`config.mk`:
```
export PLATFORM = sky130hd
export DESIGN_NAME = multicycle_control_fsm
export DESIGN_NICKNAME = d
export VERILOG_FILES = /design/src/rtl/multicycle_control_fsm.sv
export SDC_FILE = /design/constraint.sdc
export NUM_CORES = 1
export LEC_CHECK = 0
export ABC_AREA = 1
export CORE_MARGIN = 2
export CORE_UTILIZATION = 32
export DETAILED_ROUTE_END_ITERATION = 7
export GPL_ROUTABILITY_DRIVEN = 0
export PLACE_DENSITY_LB_ADDON = 0.15
export SLEW_MARGIN = 20
export SYNTH_ARGS = -nofsm -noshare
export SYNTH_HDL_FRONTEND = slang
export SYNTH_SLANG_ARGS = --single-unit
```
`constraint.sdc`:
```
create_clock -name clk -period 3 [get_ports clk]
set_clock_uncertainty 0.05 [all_clocks]
set_input_delay 0.9 -clock clk [delete_from_list [all_inputs] [get_ports clk]]
set_output_delay 0.9 -clock clk [all_outputs]
set_load 0.05 [all_outputs]
```
`src/rtl/multicycle_control_fsm.sv`:
```
// Multicycle fetch/decode/execute/writeback control unit for the RV32I-subset core.
// Optional macro PERF_COUNTERS_EN adds cycle_cnt / instret_cnt performance counters.
module multicycle_control_fsm #(
  parameter int STATE_W = 4
) (
  input  logic               clk,
  input  logic               rst_n,
  input  logic [6:0]         opcode,
  input  logic [2:0]         funct3,
  input  logic               funct7b5,
  input  logic               mem_ready,
  output logic               mem_req,
  output logic               mem_write,
  output logic               adr_src,
  output logic               ir_write,
  output logic               pc_write,
  output logic               branch,
  output logic               reg_write,
  output logic [1:0]         alu_src_a,
  output logic [1:0]         alu_src_b,
  output logic [1:0]         result_src,
  output logic [2:0]         alu_control,
  output logic               illegal,
  output logic [STATE_W-1:0] state
`ifdef PERF_COUNTERS_EN
  ,
  output logic [31:0]        cycle_cnt,
  output logic [31:0]        instret_cnt
`endif
);

  localparam logic [6:0] OP_LW  = 7'b0000011;
  localparam logic [6:0] OP_SW  = 7'b0100011;
  localparam logic [6:0] OP_R   = 7'b0110011;
  localparam logic [6:0] OP_I   = 7'b0010011;
  localparam logic [6:0] OP_BR  = 7'b1100011;
  localparam logic [6:0] OP_LUI = 7'b0110111;
  localparam logic [2:0] F3_BGE = 3'b101;

  typedef enum logic [STATE_W-1:0] {
    BOOT, FETCH, DECODE, MEMADR, MEMREAD, MEMWB, MEMWRITE,
    EXECR, EXECI, ALUWB, BRANCH, LUI, TRAP
  } state_t;

  state_t     state_reg;
  logic [2:0] alu_f3;
  logic       f3_ok;

  // Only add, sll and and exist in the ALU; everything else is unsupported.
  always_comb begin
    alu_f3 = 3'b000;
    f3_ok  = 1'b1;
    case (funct3)
      3'b000:  alu_f3 = 3'b000;
      3'b001:  alu_f3 = 3'b001;
      3'b111:  alu_f3 = 3'b010;
      default: f3_ok  = 1'b0;
    endcase
  end

  always_ff @(posedge clk or negedge rst_n) begin
    if (!rst_n) begin
      state_reg <= BOOT;
    end else begin
      case (state_reg)
        BOOT:     state_reg <= FETCH;
        FETCH:    if (mem_ready) state_reg <= DECODE;
        DECODE: begin
          case (opcode)
            OP_LW, OP_SW: state_reg <= MEMADR;
            OP_R:         state_reg <= EXECR;
            OP_I:         state_reg <= EXECI;
            OP_BR:        state_reg <= BRANCH;
            OP_LUI:       state_reg <= LUI;
            default:      state_reg <= TRAP;
          endcase
        end
        MEMADR: begin
          if (opcode == OP_LW)      state_reg <= MEMREAD;
          else if (opcode == OP_SW) state_reg <= MEMWRITE;
          else                      state_reg <= TRAP;
        end
        MEMREAD:  if (mem_ready) state_reg <= MEMWB;
        MEMWB:    state_reg <= FETCH;
        MEMWRITE: if (mem_ready) state_reg <= FETCH;
        EXECR:    state_reg <= (f3_ok && !funct7b5) ? ALUWB : TRAP;
        EXECI:    state_reg <= f3_ok ? ALUWB : TRAP;
        ALUWB:    state_reg <= FETCH;
        BRANCH:   state_reg <= (funct3 == F3_BGE) ? FETCH : TRAP;
        LUI:      state_reg <= FETCH;
        TRAP:     state_reg <= TRAP;
        default:  state_reg <= TRAP;
      endcase
    end
  end

  always_comb begin
    mem_req     = 1'b0;
    mem_write   = 1'b0;
    adr_src     = 1'b0;
    ir_write    = 1'b0;
    pc_write    = 1'b0;
    branch      = 1'b0;
    reg_write   = 1'b0;
    alu_src_a   = 2'b00;
    alu_src_b   = 2'b00;
    result_src  = 2'b00;
    alu_control = 3'b000;
    illegal     = 1'b0;
    case (state_reg)
      FETCH: begin
        mem_req    = 1'b1;
        ir_write   = mem_ready;
        pc_write   = mem_ready;
        alu_src_b  = 2'b10;
        result_src = 2'b10;
      end
      DECODE: begin
        alu_src_a = 2'b01;
        alu_src_b = 2'b01;
      end
      MEMADR: begin
        alu_src_a = 2'b10;
        alu_src_b = 2'b01;
      end
      MEMREAD: begin
        mem_req = 1'b1;
        adr_src = 1'b1;
      end
      MEMWB: begin
        result_src = 2'b01;
        reg_write  = 1'b1;
      end
      MEMWRITE: begin
        mem_req   = 1'b1;
        mem_write = 1'b1;
        adr_src   = 1'b1;
      end
      EXECR: begin
        alu_src_a   = 2'b10;
        alu_control = alu_f3;
      end
      EXECI: begin
        alu_src_a   = 2'b10;
        alu_src_b   = 2'b01;
        alu_control = alu_f3;
      end
      ALUWB: reg_write = 1'b1;
      BRANCH: begin
        // A non-bge branch must not reach the PC-load AND gate.
        if (funct3 == F3_BGE) begin
          alu_src_a   = 2'b10;
          alu_control = 3'b100;
          branch      = 1'b1;
        end
      end
      LUI: begin
        alu_src_b   = 2'b01;
        alu_control = 3'b101;
        result_src  = 2'b10;
        reg_write   = 1'b1;
      end
      TRAP:    illegal = 1'b1;
      default: ;
    endcase
  end

  assign state = state_reg;

`ifdef PERF_COUNTERS_EN
  logic retire;

  // An instruction retires on the edge that returns the FSM to FETCH.
  assign retire = (state_reg == MEMWB) || (state_reg == ALUWB) || (state_reg == LUI) ||
                  ((state_reg == MEMWRITE) && mem_ready) ||
                  ((state_reg == BRANCH) && (funct3 == F3_BGE));

  always_ff @(posedge clk or negedge rst_n) begin
    if (!rst_n) begin
      cycle_cnt   <= 32'd0;
      instret_cnt <= 32'd0;
    end else begin
      if ((state_reg != BOOT) && (state_reg != TRAP)) cycle_cnt <= cycle_cnt + 32'd1;
      if (retire) instret_cnt <= instret_cnt + 32'd1;
    end
  end
`endif

endmodule

```
==> impl_metrics.yaml <==
die:
  initial_utilization_pct: 34.5
  floorplan.die.height_um: 47.4
  rows: 15
  io-pin-count: 35
  die-area_um2: 2240
  fp.coreArea_um2: 1750
  fp.dieW_um: 47.4
route:
  dr_total_vias: 835
  drt_pre_antenna_iters: 4
  wirelength_um: 1670
  detail_route.wl_per_cell_um: 9.51
  vias_per_cell: 4.77
  antenna_violating_nets_post_route: 0
  drt_iter0_drc: 15
  drcViolationCount: 0
clock_network:
  post_cts_hold_buffer_count: 0
  cts_num_sinks: 4
  clock_insertion_delay_worst_skew_ps: 230
  clock_transition_at_the_registers_of_the_reported_paths_ps: 40
  ctsHtreeMaxLevel: 1
  clockBufferDepth: 2
  cts_inserted_buffers: 3
  clock_tree.root_cell: "sky130_fd_sc_hd__clkbuf_4"
  tritoncts: "done"
finish:
  most_frequent_cells_in_the_layout: "36 x sky130_fd_sc_hd__nand2_1, 18 x sky130_fd_sc_hd__clkdlybuf4s50_1, 17 x sky130_fd_sc_hd__nor2_1, 13 x sky130_fd_sc_hd__inv_1, 11 x sky130_fd_sc_hd__nand3_1"
  layout.cells.most_common: "sky130_fd_sc_hd__nand2_1"
  num_antenna_cells: 0
  area_growth_syn_to_layout_pct: 76.7
  final_net_count: 166
  fraction_of_layout_cells_with_a_size_suffix_above_1_pct: 24.7
  largest_register_ff_count: 4
  utilization_pct: 60.9
critical_path:
  critical_path.reg2reg.startpoint: "state[2]"
  crit_type: "in -> out"
  max_fo_critical_path: 3
  capturing_element_type_of_the_critical_path: "primary output"
  worst_ep_required_time_ps: 2050
  timing.critical_path.from_type: "input port"
  critical_path_arrival_ps: 1880
  worstSetupStartpoint: "mem_ready"
global_route:
  first_pass_grt_wire_length_um: 2790
  number_of_global_route_vias_before_repair: 734
  grt_start_max_net_pins: 9
  grt_antenna_before_repair: 0
  grt.total_usage_pct: 16.8
  grt-ovfl-total: 0
yosys:
  syn_nets: 128
  synth.top_cell.area_share_pct: 22.5
  syn_avg_cell_area_um2: 5.28
  number_of_standard_cells_after_synthesis: 114
  yosysWarningCount: 0
  yosys.area.top_type: "sky130_fd_sc_hd__nand2_1"
  netlist_top_cells_area: "sky130_fd_sc_hd__nand2_1 22%, sky130_fd_sc_hd__dfrtp_1 17%, sky130_fd_sc_hd__nor2_1 11%"
  synthesis.area_um2: 602
  netlist_cell_types: 18
  postSynthRegisterBits: 4
  synth-seq-area-share_pct: 16.6
placed_design:
  dp.final_hpwl_um: 1460
  preCtsSetupSlack_ps: 43.0
  port-buffer-count: 34
timing:
  grt_setup_unrepaired: "no"
  hold-worst-slack_ps: 747
  setup_slack_ps: 173
  worst-slew-pin-transition_ps: 502
  drv_slew: 0
  tns_ps: 0
  count_of_final_hold_check_violations: 0
  max_slew_margin_pct: 66.5
  max_clock_freq_mhz: 354
  fin_crit_ps: 2830
  fin_crit_sh_pct: 94.2
  finalSetupViolCount: 0
power_and_ir_drop:
  net-switching-power_uw: 668
  cellLeakagePower_nw: 0.587
  p_sw_share_pct: 61.2
  power.density_nw_per_um2: 1030
  sequentialPowerShare_pct: 11.7
  share_clk_of_total_power_pct: 6.1
  power.share.combinational_pct: 82.2
  vdd_drop_max_uv: 526
  internal_power_uw: 423
min_path:
  hold_class: "reg -> reg"
  hp-start: "state[2]"
outcome:
  outcome: "complete, no violations"
run:
  maxCapViolations: 0
==> power groups by stage <==
stage	clock, mW	combinational, mW	sequential (mW)
2_1_floorplan	0	0.541	0.198
5_1_grt	0.0695	0.966	0.134
3_3_place_gp	0	0.895	0.128
3_5_place_dp	0	0.901	0.127
6_report	0.0665	0.897	0.128
4_1_cts	0.0685	0.902	0.127
==> path summary, 6_finish.rpt <==
path / cells after the start / end / slack (ps)
setup reg to reg: 9 / state[0] / 1560
setup / recovery: 4 / ir_write / 170
hold reg to reg: 3 / state[3] / 750
hold / removal: 3 / state[3] / 750
max in group asynchronous: 1 / state[3] / 1920
min in group asynchronous: 1 / state[0] / 810
==> Yosys cell counts (all sizes together) <==
cell type	instances
nand2	40
nor2	26
inv	18
nand3	12
dfrtp	4
a21oi	3
nand4	3
o21ai	3
nand3b	2
buf	1
nor3	1
o31ai	1
==> metrics by stage <==
| stage | instances | area, um^2 | power (mW) |
|---|---|---|---|
| finish | 175 | 1060 | 1.09 |
| floorplan | 114 | 609 | 0.739 |
| global route | 175 | 1060 | 1.17 |
| CTS | 175 | 1050 | 1.10 |
| global placement | 172 | 1030 | 1.02 |
| detailed placement | 172 | 1030 | 1.03 |
==> logic make-up (layout without fill, tap and decap cells) <==
group	count (synthesis)	after routing	synth area share, %
DFF	4	4	16.6
buffers and inverters	19	55	12.5
and+or+nand+nor	84	84	63.4
AOI/OAI and AO/OA	7	7	7.49
==> area by class of cell <==
cell class	count	area, um^2
fill	168	682
multi-input combinational	91	434
clock buffer	3	22.5
tap	25	31.3
sequential	4	100
timing repair buffer	34	408
inverter	18	67.6
==> critical path, cell delays in order <==
cell,delay [ps]
sky130_fd_sc_hd__clkdlybuf4s50_1,480
sky130_fd_sc_hd__inv_1,80
sky130_fd_sc_hd__nor2_2,230
sky130_fd_sc_hd__buf_12,170
==> what timing repair did <==
action                                  in CTS  in global routing
endpoints found under the hold margin        0                  0
endpoints found under the setup margin       0                  5
gates resized for setup                      0                  5
setup buffers                                0                  0
==> per-layer routing <==
metal	vias up	global-route usage [%]	part of all wire [%]
met5	-	0	0
met4	0	5.00	0
met3	0	2.31	5.8
met2	31	29.2	52
met1	372	21.5	42
li1	432	-	-
No activity file was read; power rests on OpenSTA's default activity.
